File: src/rtl/mem_access.sv
// Memory-access stage: launches one aligned load/store on the request/response bus
// and hands the registered result to the write stage.
package mem_access_pkg;
    typedef struct packed {
        logic is_load;
        logic is_store;
        logic is_lb;
        logic is_lh;
        logic is_lw;
        logic is_lbu;
        logic is_lhu;
        logic is_sb;
        logic is_sh;
        logic is_sw;
    } instructions;
endpackage

// state | meaning
// IDLE  | waiting for enabled; completed high
// REQ   | bus request held until mem_req_ready
// WAIT  | load issued, waiting for mem_rsp_valid
// DONE  | one-cycle write_enabled pulse
module mem_access
    import mem_access_pkg::*;
#(
    parameter int BUS_ADDR_W = 32
) (
    input  logic                  clk,
    input  logic                  rstn,
    input  logic                  enabled,
    input  instructions           instr,
    input  logic [31:0]           arith_result,
    input  logic [31:0]           rs2_data,
    input  logic                  is_jump_chosen,
    input  logic [31:0]           next_pc,
    output logic                  mem_req_valid,
    input  logic                  mem_req_ready,
    output logic [BUS_ADDR_W-1:0] mem_addr,
    output logic                  mem_we,
    output logic [3:0]            mem_wstrb,
    output logic [31:0]           mem_wdata,
    input  logic                  mem_rsp_valid,
    input  logic [31:0]           mem_rdata,
    output instructions           instr_n,
    output logic [31:0]           data_n,
    output logic                  is_jump_chosen_n,
    output logic [31:0]           next_pc_n,
    output logic                  write_enabled,
    output logic                  completed,
    output logic                  misaligned
);
    typedef enum logic [1:0] {IDLE, REQ, WAIT, DONE} state_t;

    state_t      state, state_nx;
    logic [31:0] addr_q;
    logic [31:0] wdata_q;
    logic        mis_q;
    logic [1:0]  lane;
    logic        start;
    logic        mem_op;
    logic        mis_now;
    logic [31:0] rsh;
    logic [31:0] load_val;

    assign start   = (state == IDLE) && enabled;
    assign mem_op  = instr.is_load | instr.is_store;
    assign mis_now = ((instr.is_lh | instr.is_lhu | instr.is_sh) & arith_result[0])
                   | ((instr.is_lw | instr.is_sw) & (arith_result[1:0] != 2'b00));

    always_comb begin
        state_nx = state;
        case (state)
            IDLE: if (enabled) state_nx = (mem_op && !mis_now) ? REQ : DONE;
            REQ:  if (mem_req_ready) state_nx = instr_n.is_store ? DONE : WAIT;
            WAIT: if (mem_rsp_valid) state_nx = DONE;
            DONE: state_nx = IDLE;
            default: state_nx = IDLE;
        endcase
    end

    assign mem_req_valid = (state == REQ);
    assign write_enabled = (state == DONE);
    assign misaligned    = write_enabled & mis_q;

    assign lane     = addr_q[1:0];
    assign mem_addr = BUS_ADDR_W'({addr_q[31:2], 2'b00});
    assign mem_we   = instr_n.is_store;
    assign rsh      = mem_rdata >> {lane, 3'b000};

    always_comb begin
        mem_wstrb = 4'b0000;
        mem_wdata = wdata_q;
        if (instr_n.is_sb) begin
            mem_wstrb = 4'b0001 << lane;
            mem_wdata = {4{wdata_q[7:0]}};
        end else if (instr_n.is_sh) begin
            mem_wstrb = 4'b0011 << lane;
            mem_wdata = {2{wdata_q[15:0]}};
        end else if (instr_n.is_sw) begin
            mem_wstrb = 4'b1111;
        end
    end

    always_comb begin
        load_val = mem_rdata;
        if (instr_n.is_lb)       load_val = {{24{rsh[7]}}, rsh[7:0]};
        else if (instr_n.is_lbu) load_val = {24'h0, rsh[7:0]};
        else if (instr_n.is_lh)  load_val = {{16{rsh[15]}}, rsh[15:0]};
        else if (instr_n.is_lhu) load_val = {16'h0, rsh[15:0]};
    end

    always_ff @(posedge clk or negedge rstn) begin
        if (!rstn) begin
            state            <= IDLE;
            completed        <= 1'b0;
            instr_n          <= '0;
            addr_q           <= '0;
            wdata_q          <= '0;
            mis_q            <= 1'b0;
            data_n           <= '0;
            is_jump_chosen_n <= 1'b0;
            next_pc_n        <= '0;
        end else begin
            state     <= state_nx;
            completed <= (state_nx == IDLE);
            if (start) begin
                instr_n          <= instr;
                addr_q           <= arith_result;
                wdata_q          <= rs2_data;
                is_jump_chosen_n <= is_jump_chosen;
                next_pc_n        <= next_pc;
                mis_q            <= mem_op & mis_now;
                if (!mem_op)
                    data_n <= arith_result;
                else if (mis_now)
                    data_n <= '0;
            end
            // response only counts once the request has been accepted
            if (state == WAIT && mem_rsp_valid)
                data_n <= load_val;
        end
    end
endmodule

File: config.mk
export PLATFORM = sky130hd
export DESIGN_NAME = mem_access
export DESIGN_NICKNAME = d
export VERILOG_FILES = /design/src/rtl/mem_access.sv
export SDC_FILE = /design/constraint.sdc
export NUM_CORES = 1
export LEC_CHECK = 0
export ABC_AREA = 1
export CORE_ASPECT_RATIO = 0.8
export CORE_MARGIN = 10
export CORE_UTILIZATION = 40
export DETAILED_ROUTE_END_ITERATION = 12
export PLACE_DENSITY = 0.75
export SYNTH_ARGS = -nofsm -noshare
export SYNTH_HDL_FRONTEND = slang
export SYNTH_SLANG_ARGS = --single-unit
File: constraint.sdc
create_clock -name clk -period 1.4 [get_ports clk]
set_clock_uncertainty 0.05 [all_clocks]
set_input_delay 0.14 -clock clk [delete_from_list [all_inputs] [get_ports clk]]
set_output_delay 0.14 -clock clk [all_outputs]
set_load 0.02 [all_outputs]
Word level (Yosys, flattened, before mapping). Index checks and enable logic that the tools add are counted.

Reduce and logical (&&, ||, !) cells: 9. Bitwise logic cells: 9. Eq/ne operators: 4. Shift operators: 3. Multiplexer cells: 19.

Operator list (number): $mux 32 (10); $shr 32x5->16 (1); $mux 4 (3); $mux 2 (4); $pmux 2 s4 (1); $or 1x1->1 (5); $and 1x1->1 (4); $eq 2x2->1 const B (2); $logic_not 2->1 (2); $reduce_bool 2->1 (2); $shl 1x2->4 const A (1); $shl 2x2->4 const A (1); $logic_and 1x1->1 (3); $ne 3x1->1 const B (1); $eq 2x1->1 const B (1); $reduce_and 2->1 (1); $logic_not 1->1 (1); $mux 1 (1).

Register bits after elaboration: 143. Logic and storage cells: 62. Bits of input ports: 144. Output and inout bits: 148.

Logic depth before layout (Yosys ltp).
Depth in word-level cells: 10. Gate-level depth with buffers: 10. Gate-level depth less buffers: 9.

Worst setup path before layout. OpenSTA, ideal clock, no wires.

Path type: register to output. Start point: reg instr_n[1] (netlist bit). End point: out mem_wstrb[1]. Buffers on the path: 1. Arrival: 1.360 ns. Cell stages (with the launch flop): 4. Slack: -0.150 ns. Required time: 1.210 ns. Cells stage by stage: dfrtp_1 -> clkbuf_1 -> o21ai_0 -> o21ai_0.

Longest elaborated chain between the ends: 2.

Ends and longest elaborated chain: from (decl) (RTL line 44) `output instructions instr_n,`; from (signal assigned) (RTL line 127) `instr_n <= instr;`; $mux 4 (RTL line 96) `end else if (instr_n.is_sh) begin`; $mux 4 (RTL line 93) `if (instr_n.is_sb) begin`; to (decl) (RTL line 40) `output logic [3:0] mem_wstrb,`.

No other way between the ends.

Worst setup path after layout.
Start point: reg instr_n[2] (netlist bit). End point: out mem_wdata[21].

Longest elaborated chain between the ends: 1.

Ends and longest elaborated chain: $mux 32 (RTL line 93); to (decl) (RTL line 41) `output logic [31:0] mem_wdata,`.

No other way between the ends.

==> impl_metrics.py <==
metrics = {
    "power": {
        "comb_power_share": 0.635,
        "finalPower_w": 0.0339,
        "power.share.clock": 0.142,
        "powerDensity_nw_per_um2": 2480,
        "net-switching-power_w": 0.0154,
        "p_int_w": 0.0185,
        "leakage_nw": 6.96,
        "p_sw_frac": 0.454,
        "vdd_drop_max_mv": 2.22,
        "power_frac_seq": 0.223,
    },
    "synth": {
        "synth_cells": 991,
        "ys_seq_area_frac": 0.482,
        "ys.flop_type": "dfrtp_1",
        "yosys-top-cells-area": "dfrtp_1 (48%), nand2_1 (22%), o21ai_0 (5.9%)",
        "synth_top_cell_by_area": "dfrtp_1",
        "synth_cell_type_count": 29,
        "synth_top_cell_area_share": 0.482,
        "ys_warn_count": 0,
        "synth_commonest_cells": "nand2_1 (444), dfrtp_1 (143), o21ai_0 (88)",
        "async_reset_ff_frac": 1.00,
        "synth_edf_count": 0,
        "avgSynthCellArea_um2": 7.49,
        "synth.most_common_cell": "nand2_1",
        "syn-cell-area_um2": 7420,
        "synth-seq-cells": 143,
    },
    "cts": {
        "cts_buffer_depth": 2,
        "insertion_delay_ns": 0.42,
        "clock_sinks": 143,
        "htreeDepth": 4,
        "cts_root_buffer": "clkbuf_16",
        "numCtsBuffers": 17,
        "cts_tree": "built",
        "clk_pin_slew_ns": 0.06,
    },
    "timing": {
        "hold_viol": 0,
        "rsz0062_at_grt": "yes",
        "period_needed_ns": 1.86,
        "fin_ws_ns": -0.458,
        "setup_viol": 156,
        "fin_crit_sh": 1.33,
        "max_freq_mhz": 538,
        "drv_slew": 0,
        "tns_ns": -26.84,
    },
    "drt": {
        "vias": 8510,
        "drc_errors": 0,
        "routed_via_density": 5.35,
        "ant_nets": 0,
        "routed_wl_mm": 34.9,
        "routedWlPerCell_um": 21.9,
        "drt_first_pass_iters": 6,
        "drtIter0Drc": 671,
    },
    "floorplan": {
        "num_io_pins": 292,
        "core_area_um2": 18200,
        "die_width_um": 172,
        "die_h_um": 142,
        "start_util": 0.409,
        "rows": 44,
        "die-area_um2": 24400,
    },
    "worst_setup_path": {
        "critPathMaxFanout": 7,
        "crit_required_ns": 1.21,
        "reg2regPathDepth": 11,
        "critPathKind": "flop to output port",
        "crit_arrival_ns": 1.67,
        "endpoint_kind": "output port",
        "cp-start-kind": "flop",
    },
    "flow_run": {
        "drv_cap": 0,
    },
    "outcome": {
        "status": "finished with violations",
        "violations": "negative setup slack",
    },
    "cells_and_area": {
        "syn2layout_area_growth_pct": 84.2,
        "layout.nets": 1495,
        "drive_gt1_frac": 0.373,
    },
    "placed_design": {
        "place.detailed.hpwl_mm": 20.8,
        "place_congestion": 0.908,
        "portBuffers": 289,
        "dp_slack_ns": -0.389,
    },
    "grt": {
        "grt_pass1_wl_mm": 43.7,
        "grt_pass1_vias": 7811,
        "grt_remaining_overflow": 0,
        "antenna_found_initial": 1,
        "track_usage": 0.230,
        "grt_max_degree": 55,
    },
    "hold_path": {
        "hp-class": "input port to asynchronous set/reset pin",
    },
}
==> per-layer routing <==
metal	track usage	part of all wire	vias to the layer above
li1	-	-	3793
met5	0	0	-
met2	0.369	0.48	507
met1	0.275	0.37	4109
met3	0.0987	0.11	101
met4	0.0657	0.039	0
==> registers in the layout, summed over array words and instances, names as in the netlist, 2 cells and up <==
signal and flops:
addr_q 32, data_n 32, next_pc_n 32, wdata_q 32
instr_n 9, state 2
==> cells in the final DEF (no fill, tap or decap), types with 3 or more instances in the layout <==
master,netlist,layout
buf_6,5,58
mux2_4,0,7
nand2_1,444,273
nand3_4,0,5
buf_16,0,5
nand2_8,1,6
nand3_2,1,21
nand3_1,61,36
o21ai_1,2,27
buf_8,0,17
nor2_4,2,5
o21ai_4,0,12
ha_1,4,4
buf_4,43,53
nor2_2,3,10
o21ai_0,88,31
a21oi_2,0,8
nand2_2,3,116
o21ai_2,1,21
nand4_1,18,18
clkdlybuf4s50_1,0,142
clkdlybuf4s15_1,0,14
clkbuf_2,1,7
nand2_4,1,58
dlygate4sd2_1,0,80
bufinv_16,0,3
inv_2,6,5
inv_1,71,68
buf_12,0,19
clkinvlp_4,0,4
buf_2,34,10
nor2_1,30,20
inv_4,1,4
clkbuf_16,0,34
dfrtp_1,143,135
dfrtp_2,0,8
==> cell type report <==
type                       count  area, um2
multi-input combinational    682       4240
inverter                      78        315
clock buffer                  19        453
clock inverter                12        160
antenna                        1       2.50
sequential                   143       3590
timing repair buffer         425       4630
fill                        1166       4490
tap                          230        288
==> kinds of logic after synthesis <==
family / count (synthesis) / share of synthesized area
adders and majority gates: 4 / 0.00674
DFF: 143 / 0.482
AOI/OAI and AO/OA: 100 / 0.0683
muxes: 7 / 0.0106
buffers and inverters: 171 / 0.119
and+or+nand+nor: 565 / 0.312
other: 1 / 0.000505
==> timing repair <==
item | in CTS | in global routing
endpoints found under the hold margin | 143 | 0
endpoints found under the setup margin | 180 | 180
gates resized for setup | 473 | 391
gates cloned | 8 | 24
pin swaps | 49 | 98
buffers inserted | 22 | 21
hold buffers | 1 | 0
==> critical path, stage by stage (launching register included) <==
cell	delay, ns
dfrtp_1	0.44
nor2_4	0.18
buf_8	0.16
mux2_4	0.32
buf_6	0.14
==> worst paths after layout <==
check / from / endpoint / slack [ns]
min in group clk: next_pc[21] / next_pc_n[21]$_DFFE_PN0P_ / 0.19
worst max register to register: addr_q[0]$_DFFE_PN0P_ / data_n[7]$_DFFE_PN0P_ / -0.24
worst max-delay path: instr_n[2]$_DFFE_PN0P_ / mem_wdata[21] / -0.46
worst min register to register: next_pc_n[23]$_DFFE_PN0P_ / next_pc_n[23]$_DFFE_PN0P_ / 0.43
worst min-delay path: rstn / data_n[13]$_DFFE_PN0P_ / 0.14
max in group asynchronous: rstn / wdata_q[1]$_DFFE_PN0P_ / 0.54
==> metrics by stage <==
stage	cells	hold slack (ns)	util	area, um2
finish	1590	0.142	0.753	13700
floorplan	992	-0.206	-	7440
detailed placement	1491	0.00813	0.590	10700
global placement	1491	0.00340	0.590	10700
CTS	1553	0.132	0.658	12000
global route	1590	0.176	0.753	13700
==> power by group through the flow <==
stage	Combinational (W)	Clock (W)	Sequential (W)
6_report	0.0215	0.00482	0.00755
5_1_grt	0.0227	0.00502	0.00772
4_1_cts	0.0171	0.00482	0.00713
3_5_place_dp	0.0156	0	0.00716
3_3_place_gp	0.0153	0	0.00715
2_1_floorplan	0.00761	0	0.00813
No activity file was read; power rests on OpenSTA's default activity.
